**src/rtl/rsa_result_framer.sv**
```systemverilog
// Frames an N-bit exponentiator result for a byte UART: SYNC, LEN, data bytes
// LSB first, then CHK (XOR of LEN and data). One result may wait in a pending slot.
module rsa_result_framer #(
  parameter int unsigned N    = 64,
  parameter logic [7:0]  SYNC = 8'hA5
) (
  input  logic         clk,
  input  logic         rst,
  input  logic         rx_valid,
  input  logic [N-1:0] rx_bytes,
  input  logic         is_transmitting,
  output logic [7:0]   tx_byte,
  output logic         tx_valid,
  output logic         busy,
  output logic         overrun
);

  localparam int unsigned NB       = N / 8;
  localparam int unsigned LAST     = NB + 2;
  localparam int unsigned IW       = $clog2(LAST + 1);
  localparam logic [IW-1:0] IDX_LEN  = IW'(1);
  localparam logic [IW-1:0] LAST_IDX = IW'(LAST);
  localparam logic [7:0]    LEN      = 8'(NB);

  typedef enum logic [1:0] {IDLE, ISSUE, WAIT_HI, WAIT_LO} state_t;

  state_t        r_state;
  logic [N-1:0]  r_shift;
  logic [N-1:0]  r_pend_data;
  logic          r_pend_valid;
  logic [IW-1:0] r_idx;
  logic [7:0]    r_chk;
  logic [7:0]    r_tx_byte;
  logic          r_tx_valid;
  logic          r_overrun;

  logic          w_frame_done;
  logic          w_boundary;
  logic          w_start;
  logic          w_is_data;
  logic [N-1:0]  w_start_word;
  logic [7:0]    w_cur_byte;

  // A frame boundary is either IDLE or the final WAIT_LO exit; a word offered
  // there (from the slot first, else from rx) starts the next frame directly.
  always_comb begin
    w_frame_done = (r_state == WAIT_LO) && !is_transmitting && (r_idx == LAST_IDX);
    w_boundary   = (r_state == IDLE) || w_frame_done;
    w_start      = w_boundary && (r_pend_valid || rx_valid);
    w_start_word = r_pend_valid ? r_pend_data : rx_bytes;
    w_is_data    = (r_idx > IDX_LEN) && (r_idx < LAST_IDX);
    if (r_idx == '0)
      w_cur_byte = SYNC;
    else if (r_idx == IDX_LEN)
      w_cur_byte = LEN;
    else if (r_idx == LAST_IDX)
      w_cur_byte = r_chk;
    else
      w_cur_byte = r_shift[7:0];
  end

  always_ff @(posedge clk) begin
    if (rst) begin
      r_state      <= IDLE;
      r_shift      <= '0;
      r_pend_data  <= '0;
      r_pend_valid <= 1'b0;
      r_idx        <= '0;
      r_chk        <= '0;
      r_tx_byte    <= '0;
      r_tx_valid   <= 1'b0;
      r_overrun    <= 1'b0;
    end else begin
      r_tx_valid <= 1'b0;
      r_overrun  <= 1'b0;

      // At a boundary a full slot is consumed and may be refilled in the same cycle.
      if (w_boundary) begin
        if (r_pend_valid) begin
          r_pend_valid <= rx_valid;
          if (rx_valid)
            r_pend_data <= rx_bytes;
        end
      end else if (rx_valid) begin
        if (r_pend_valid) begin
          r_overrun <= 1'b1;
        end else begin
          r_pend_valid <= 1'b1;
          r_pend_data  <= rx_bytes;
        end
      end

      if (w_start) begin
        r_shift <= w_start_word;
        r_idx   <= '0;
        r_chk   <= LEN;
        r_state <= ISSUE;
      end else begin
        case (r_state)
          IDLE: r_state <= IDLE;
          ISSUE: begin
            if (!is_transmitting) begin
              r_tx_byte  <= w_cur_byte;
              r_tx_valid <= 1'b1;
              if (w_is_data) begin
                r_shift <= r_shift >> 8;
                r_chk   <= r_chk ^ r_shift[7:0];
              end
              r_state <= WAIT_HI;
            end
          end
          WAIT_HI: begin
            if (is_transmitting)
              r_state <= WAIT_LO;
          end
          WAIT_LO: begin
            if (!is_transmitting) begin
              if (r_idx == LAST_IDX) begin
                r_state <= IDLE;
              end else begin
                r_idx   <= r_idx + IW'(1);
                r_state <= ISSUE;
              end
            end
          end
          default: r_state <= IDLE;
        endcase
      end
    end
  end

  assign tx_byte  = r_tx_byte;
  assign tx_valid = r_tx_valid;
  assign overrun  = r_overrun;
  assign busy     = (r_state != IDLE) || r_pend_valid;

endmodule

```
**config.mk**
```make
export PLATFORM = sky130hd
export DESIGN_NAME = rsa_result_framer
export DESIGN_NICKNAME = d
export VERILOG_FILES = /design/src/rtl/rsa_result_framer.sv
export SDC_FILE = /design/constraint.sdc
export NUM_CORES = 1
export LEC_CHECK = 0
export CAP_MARGIN = 20
export CORE_MARGIN = 1
export CORE_UTILIZATION = 35
export CTS_CLUSTER_DIAMETER = 60
export DETAILED_ROUTE_END_ITERATION = 6
export SYNTH_ARGS = -nofsm -noshare
export SYNTH_HDL_FRONTEND = slang
export SYNTH_SLANG_ARGS = --single-unit
```
**constraint.sdc**
```tcl
create_clock -name clk -period 3.2 [get_ports clk]
set_input_delay 0.32 -clock clk [delete_from_list [all_inputs] [get_ports clk]]
set_output_delay 0.32 -clock clk [all_outputs]
set_load 0.02 [all_outputs]
```
=== After elaboration in Yosys (flattened, before gate mapping) ===
Index checks and enable logic that the tools add are counted.

* $lt $le $gt $ge: 2
* Mux-type cells: 27
* Multiply operators: 0
* Reductions and logical operators: 24
* Divide/modulo/power cells: 0
* $add $sub $neg: 1
* Shift-type cells: 0
* Bitwise gates (word level): 6
* Equality and inequality tests: 14

{| class="wikitable"
|+ Operator list
! operator !! number
|-
| $mux 64 || 9
|-
| $mux 8 || 3
|-
| $reduce_and 3->1 || 7
|-
| $mux 4 || 4
|-
| $ne 2x2->1 const B || 5
|-
| $ne 3x3->1 const B || 3
|-
| $pmux 2 s4 || 1
|-
| $reduce_bool 2->1 || 4
|-
| $xor 8x8->8 || 1
|-
| $mux 1 || 7
|-
| $mux 2 || 3
|-
| $reduce_or 3->1 || 2
|-
| $not 1->1 || 5
|-
| $add 4x1->4 const B || 1
|-
| $eq 2x2->1 const B || 2
|-
| $eq 4x1->1 const B || 1
|-
| $eq 4x4->1 const B || 1
|-
| $gt 4x1->1 const B || 1
|-
| $logic_and 1x1->1 || 4
|-
| $logic_not 4->1 || 1
|-
| $lt 4x4->1 const B || 1
|-
| $logic_or 1x1->1 || 3
|-
| $eq 2x1->1 const B || 1
|-
| $logic_not 2->1 || 1
|-
| 3 further kinds || 3
|}

* RAM bits: 0
* Memories: 0
* Register bits: 153
* Output and inout bits: 11
* Word-level logic and storage cells: 85
* ROM bits: 0
* Input port bits: 68
* Latch bits: 0

=== Depth between registers and ports, before layout ===
Gate-level depths: netlist of the first run.

* Depth after elaboration: 7
* Depth in mapped cells: 9
* Gate-level depth less buffers: 6

=== Worst setup path before layout of the first run ===
No wires, ideal clock.

* Path kind: register -> register
* Start: register r_idx[1]
* End: register r_shift[12]
* Data arrival time: 1.842 ns
* Path slack: 1.263 ns
* Period minus slack after synthesis: 1.937 ns
* Buffers on the path: 2
* Cell stages (with the launch flop): 9
* Path through: dfxtp_1 > inv_1 > ha_1 > nor2_1 > o211a_1 > buf_4 > buf_2 > nand2_1 > a221oi_1

* Word-level cells in the longest chain between the ends: 6
* Elaborated cells between the ends (all ways): 12

{| class="wikitable"
|+ Ends and longest elaborated chain
! element !! line !! source
|-
| start, declared || 31 || <nowiki>logic [IW-1:0] r_idx;</nowiki>
|-
| start signal, assigned || 121 || <nowiki>r_idx <= r_idx + IW'(1);</nowiki>
|-
| $eq 4x4->1 || 47 || <nowiki>w_frame_done = (r_state == WAIT_LO) && !is_transmitting && (r_idx == LAST_IDX);</nowiki>
|-
| $logic_and 1x1->1 || 47 ||
|-
| $logic_or 1x1->1 || 48 || <nowiki>w_boundary = (r_state == IDLE) || w_frame_done;</nowiki>
|-
| $logic_and 1x1->1 || 49 || <nowiki>w_start = w_boundary && (r_pend_valid || rx_valid);</nowiki>
|-
| $ne 2x1->1 (no line) / $reduce_bool 2->1 (equally long branches) || n/a ||
|-
| $reduce_and 3->1 (no line) || n/a ||
|-
| end signal, assigned || 94 || <nowiki>r_shift <= w_start_word;</nowiki>
|-
| end signal, assigned || 106 || <nowiki>r_shift <= r_shift >> 8;</nowiki>
|-
| end, declared || 28 || <nowiki>logic [N-1:0] r_shift;</nowiki>
|}

Several ways; a longest one is shown, not always the timed one.
A chain may end at the register's enable or synchronous reset.

=== Worst setup path after layout of the first run ===
* Start: register r_idx[1]
* End: register r_pend_data[41]

* Word-level cells in the longest chain between the ends: 5
* Elaborated cells between the ends (all ways): 7

{| class="wikitable"
|+ Ends and longest elaborated chain
! element !! line !! source
|-
| $eq 4x4->1 (*) || 47 ||
|-
| $logic_and 1x1->1 (*) || 47 ||
|-
| $logic_or 1x1->1 (*) || 48 ||
|-
| $ne 2x2->1 (no line) / $reduce_bool 2->1 (equally long branches) || n/a ||
|-
| $reduce_and 3->1 (no line) || n/a ||
|-
| end signal, assigned || 82 || <nowiki>r_pend_data <= rx_bytes;</nowiki>
|-
| end signal, assigned || 89 || <nowiki>r_pend_data <= rx_bytes;</nowiki>
|-
| end, declared || 29 || <nowiki>logic [N-1:0] r_pend_data;</nowiki>
|}

Mark *: on every way between the ends. The rest lies on a longest branch, timed or not.

==> run summary, run 1 <==
Wirelength per Cell = 15.4 µm
Global-route wire length before repair = 27900 µm
Crit path launch type = register
Post-CTS sizing = 0
Root buffer cell = clkbuf_16
Pwr Density = 589 nW/µm²
CTS tree = yes
Min-delay src = rst
Ports = 79
Area Growth Syn to Fin = 20.3%
Pre-antenna DRT Iters = 4
Layout cells sized above 1 = 10.3%
Net Count, Synth = 871
Min-delay worst type = input port to register
Seq/Total Area, Yosys = 40.0%
FP Rows = 53
Combinational group share of total power = 19.2%
F_max = 0.418 GHz
All-Layer GR Usage = 15.9%
Type of the worst setup path = register to register
PortBufs = 78
Post-synth EDFFs = 0
Cell Area, Synth = 7650 µm²
Ys async rst share = 0%
Diodes inserted = 0
Hold Path Depth = 2
Fin Setup TNS = 0 ps
Clock sink count = 153
Final nets = 906
Routed wire length = 17300 µm
Synth Warn # = 0
Peak VDD IR = 351 µV
Distinct cells, synth = 42
Die area = 22500 µm²
Finish-stage setup viols = 0
GRT Residual Overflow = 0
Outcome = finished clean
Commonest cells after routing, fill and taps aside = dfxtp_1 (152), nand2b_1 (132), mux2i_1 (130)
Hpwl dp = 11000 µm
Initial DRC Count = 307
Tmin final = 2390 ps
WP data required = 3550 ps
Critical path arrival = 2740 ps
RSZ-0062 raised after global routing = false
Initial Util = 36.1%
Critical Path Fanout Max = 24
Slew HR = 43.7%
Switch share = 27.5%
Final number of hold-violating endpoints = 0
Pin count of the biggest net entering global routing = 130
FILL cells = 2053
Commonest non-fill, non-tap cell in the layout = dfxtp_1
Reg2Reg Depth = 6
Vias per cell = 5.08
CTS Hold Bufs = 0
Sink of the worst hold path = tx_valid
Reg-to-reg critical path startpoint = r_idx[1]
Die Y = 150 µm
Average cell area after synthesis = 9.63 µm²
Clock power frac = 38.4%
Worst Tran Pin Value = 844 ps
Post-place setup slack = 802 ps
Chip width = 150 µm
Postcts setup bufs = 0
Synth Register Bits = 153
Predominant post-synthesis flop cell = dfxtp_1
Setup slack, reg-to-reg = 810 ps
Latest clock arrival within the worst-skew pair = 430 ps
# DRC = 0
Setup ws final = 808 ps
Crit. End Element = register
Mapped Cells = 795
Final ANT Viol Nets = 0
GPL Wtd Cong = 0.742
Reg clk slew, reported paths = 60 ps
Reg2reg end = r_pend_data[41]
Max-Cap Viols = 0
Part of the power in registers = 42.3%
Vias in the first global route = 5373
Pleak = 0.00318 µW
Period utilization = 74.8%
Initial antenna violation count = 0
Final clock skew = 8.58 ps
Via count = 5683
Final number of max-transition violations = 0
Clk buf depth = 2
H-tree Lvls = 4
Final Util = 43.4%
Num CTS Buffers = 17
P_int = 3930 µW
Core Footprint = 21200 µm²
Switch Pwr = 1490 µW
==> area by class of cell <==
type / count / area (µm²) / share of cell area, %
multi-input combinational: 564 / 4220 / 45.9
sequential: 153 / 3070 / 33.3
timing repair buffer: 89 / 940 / 10.2
clock buffer: 23 / 508 / 5.51
tap: 275 / 344 / 3.73
clock inverter: 9 / 111 / 1.21
inverter: 5 / 18.8 / 0.204
==> cell usage after synthesis (all sizes together), types with 2 or more instances <==
master / instances / share of area, %
nor2b: 2 / 0.16
a211o: 3 / 0.34
mux2: 4 / 0.59
nor2: 20 / 0.98
o31a: 2 / 0.23
nand2b: 132 / 11
inv: 5 / 0.25
xor2: 8 / 0.92
nand3: 3 / 0.20
o2111ai: 8 / 0.92
nand4: 2 / 0.16
a211oi: 8 / 0.78
mux2i: 130 / 17
a221oi: 56 / 8.9
buf: 42 / 3.4
nor3: 4 / 0.26
o211ai: 2 / 0.26
nand2: 73 / 3.6
a31oi: 2 / 0.16
ha: 8 / 1.3
clkbuf: 31 / 1.5
dfxtp: 153 / 40
o21ai: 5 / 0.42
a21oi: 78 / 5.1
o211a: 2 / 0.26
==> sequential cells by signal, indices dropped and copies added (netlist names) <==
signal	cells
r_state	2
r_idx	4
r_pend_valid	1
tx_valid	1
r_chk	8
r_pend_data	64
tx_byte	8
overrun	1
r_shift	64
==> routing by layer <==
| metal | vias up | GRT usage [%] | part of all wire (%) |
|---|---|---|---|
| li1 | 2901 | - | - |
| met1 | 2685 | 20.8 | 49 |
| met2 | 79 | 25.5 | 47 |
| met3 | 18 | 3.75 | 3.3 |
| met4 | 0 | 5.15 | 1.3 |
| met5 | - | 0 | 0 |
==> kinds of logic after synthesis <==
logic type	synth area share (%)
and+or+nand+nor	17.0
AOI/OAI and AO/OA	17.9
DFF	40.0
muxes	17.6
buffers and inverters	5.20
xor gates and xnor gates	1.03
adders and majority gates	1.31
==> worst max path at each step <==
stage / to / cells after the start / slack, ps / from
finish: r_pend_data[41] / 6 / 810 / r_idx[1]
global route: r_pend_data[23] / 7 / 610 / r_idx[0]
CTS: r_pend_data[41] / 7 / 810 / r_idx[0]
detailed placement: r_pend_data[25] / 6 / 800 / rx_valid
global placement: r_pend_data[22] / 6 / 830 / rx_valid
floorplan: r_shift[12] / 8 / 1260 / r_idx[1]
==> stage by stage <==
step                      cells  area (µm²)  total power, µW  hold WS (ps)
final                      1118        9210             5420           227
after global routing       1118        9210             5680           231
after CTS                  1118        9210             5480           204
after detailed placement   1086        8590             3390           445
after global placement     1086        8590             3370           441
after floorplan             795        7650             3090           448
==> power by group through the flow <==
stage | combinational (µW) | sequential, µW | clock, µW
floorplan | 800 | 2290 | 0
global placement | 1040 | 2330 | 0
detailed placement | 1050 | 2340 | 0
CTS | 1060 | 2300 | 2130
global route | 1150 | 2320 | 2210
finish | 1040 | 2300 | 2080
==> worst max-delay path: stages (launching register included) <==
cell and delay, ps:
dfxtp_1 440, ha_1 250, and3b_1 480, nand4_1 220, nand3_4 410, buf_12 270, mux2i_1 210
Note: power is estimated with default switching activity, not from simulation.
==> run 2: changes to the inputs <==
- clock period: 3.2 -> 2.38 ns (I/O delays scaled with it)
==> run 2 against run 1 <==
  * First-iteration DRC count is 25% higher
  * Non-clock buffer count is 7 higher
  * Critical path depth is 2 lower
  * Global-route usage hardly changed
  * Clock power is 32% higher
  * Setup slack worse by 520 ps
  * Clock-buffer cell count is 4 lower
==> run summary, run 2 (synthesis gave the netlist of run 1 again) <==
Outcome = finished clean
Reg-to-reg critical path startpoint = r_idx[1]
RSZ-0062 raised after global routing = false
Pleak = 0.00323 µW (+1.6%)
Post-CTS sizing = 0 (unchanged)
Clock power frac = 37.7% (-0.7 points)
Final clock skew = 9.80 ps (+1.22 ps)
Die Y = 150 µm (unchanged)
Diodes inserted = 0 (unchanged)
Tmin final = 2100 ps
Switch Pwr = 2060 µW (+38%)
P_int = 5220 µW (+33%)
Min-delay worst type = input port to register
Critical path arrival = 1860 ps (-880 ps)
Core Footprint = 21200 µm² (unchanged)
Commonest cells after routing, fill and taps aside = dfxtp_1 (152), nand2b_1 (132), mux2i_1 (130)
Initial Util = 36.1% (unchanged)
Final ANT Viol Nets = 0 (unchanged)
Commonest non-fill, non-tap cell in the layout = dfxtp_1
Final Util = 43.8% (+0.38 points)
Global-route wire length before repair = 27900 µm (+0.15%)
Final number of max-transition violations = 0 (unchanged)
Crit. End Element = primary output
Part of the power in registers = 42.1% (-0.2 points)
Biggest regs = r_pend_data: 64 flops, r_shift: 64 flops
PortBufs = 78 (unchanged)
Reg2reg end = r_shift[5]
Fin Setup TNS = 0 ps (unchanged)
GRT Residual Overflow = 0 (unchanged)
Final number of hold-violating endpoints = 0 (unchanged)
# DRC = 0 (unchanged)
FILL cells = 2069 (+0.78%)
Ports = 79 (unchanged)
Slew HR = 60.8% (+17 points)
Root buffer cell = clkbuf_16
Clk buf depth = 2 (unchanged)
Type of the worst setup path = register to primary output
Via count = 5715 (+0.56%)
Combinational group share of total power = 20.2% (+1.0 points)
Crit path launch type = register
Switch share = 28.3% (+0.83 points)
CTS Hold Bufs = 0 (unchanged)
Routed wire length = 17200 µm (-0.55%)
Finish-stage setup viols = 0 (unchanged)
Reg2Reg Depth = 7 (+1)
Hpwl dp = 11100 µm (+1.5%)
Layout cells sized above 1 = 11.1% (+0.74 points)
All-Layer GR Usage = 15.9% (about the same)
GPL Wtd Cong = 0.796 (+7.4%)
F_max = 0.477 GHz
Vias per cell = 5.08 (about the same)
Postcts setup bufs = 0 (unchanged)
Final nets = 913 (+0.77%)
Die area = 22500 µm² (unchanged)
FP Rows = 53 (unchanged)
Crit path from = r_state[1]
Peak VDD IR = 458 µV (+31%)
Pwr Density = 783 nW/µm² (+33%)
Critical Path Fanout Max = 5 (-79%)
Hold Path Depth = 2 (unchanged)
WP data required = 2140 ps (-1410 ps)
Max-Cap Viols = 0 (unchanged)
Pin count of the biggest net entering global routing = 116 (-11%)
Latest clock arrival within the worst-skew pair = 430 ps (about the same)
Reg clk slew, reported paths = 60 ps (about the same)
H-tree Lvls = 4 (unchanged)
Period utilization = 88.0%
Setup slack, reg-to-reg = 320 ps (-490 ps)
Vias in the first global route = 5402 (+0.54%)
Clock sink count = 153 (unchanged)
CTS tree = yes
Pre-antenna DRT Iters = 5 (+1)
Initial DRC Count = 383 (+25%)
Setup crit end = busy
Initial antenna violation count = 0 (unchanged)
Num CTS Buffers = 17 (unchanged)
Area Growth Syn to Fin = 21.4%
Chip width = 150 µm (unchanged)
Worst Tran Pin Value = 588 ps (-257 ps)
Wirelength per Cell = 15.2 µm (-1.2%)
-- run 2: changes by cell type in the layout (fill, tap and decap cells not counted), sizes merged --
cell	previous run	this run
clkinv	1	6
inv	6	8
clkinvlp	5	2
clkbuf	23	19
buf	12	19
-- run 2: area by class of cell --
cell class	count	area, µm²	area share (%)
multi-input combinational	564	4220	45.5
sequential	153	3070	33.0
timing repair buffer	96	1040	11.2
clock buffer	19	453	4.87
tap	275	344	3.70
clock inverter	13	144	1.55
inverter	5	18.8	0.202
-- run 2: per-layer routing --
| metal | track usage, % | share of wire, % | routed length, µm | vias up |
|---|---|---|---|---|
| met2 | 24.7 | 46 | 7920 | 84 |
| met1 | 21.5 | 50 | 8520 | 2704 |
| met4 | 5.96 | 1.2 | 211 | 0 |
| met5 | 0 | 0 | 0 | - |
| met3 | 3.11 | 2.9 | 505 | 13 |
| li1 | - | - | - | 2914 |
-- run 2: stage by stage --
step           area (µm²)  power, µW  instances  setup slack (ps)  hold slack (ps)
2_1_floorplan        7650       4150        795               443              393
3_5_place_dp         8700       4600       1093               278              450
5_1_grt              9290       7620       1125               128              166
6_report             9290       7280       1125               285              164
3_3_place_gp         8700       4570       1093               342              444
4_1_cts              9290       7360       1125               251              152
-- run 2: worst min path at each step --
stage	from	to	slack, ps
floorplan	rx_bytes[0]	r_pend_data[0]	390
global placement	tx_byte[1]	tx_byte[1]	440
detailed placement	tx_byte[4]	tx_byte[4]	450
CTS	rst	r_chk[3]	150
global route	rst	r_chk[3]	170
finish	rst	r_chk[3]	160
-- run 2: power by group through the flow --
stage	clock network (µW)	registers (µW)	logic [µW]
finish	2750	3070	1470
global route	2910	3100	1610
CTS	2810	3070	1480
detailed placement	0	3120	1480
global placement	0	3110	1460
floorplan	0	3070	1080
-- run 2: critical path: stages (launching register included) --
cell and delay [ps]:
dfxtp_1 400, inv_1 80, ha_1 250, nand2b_1 100
clkdlybuf4s50_1 600
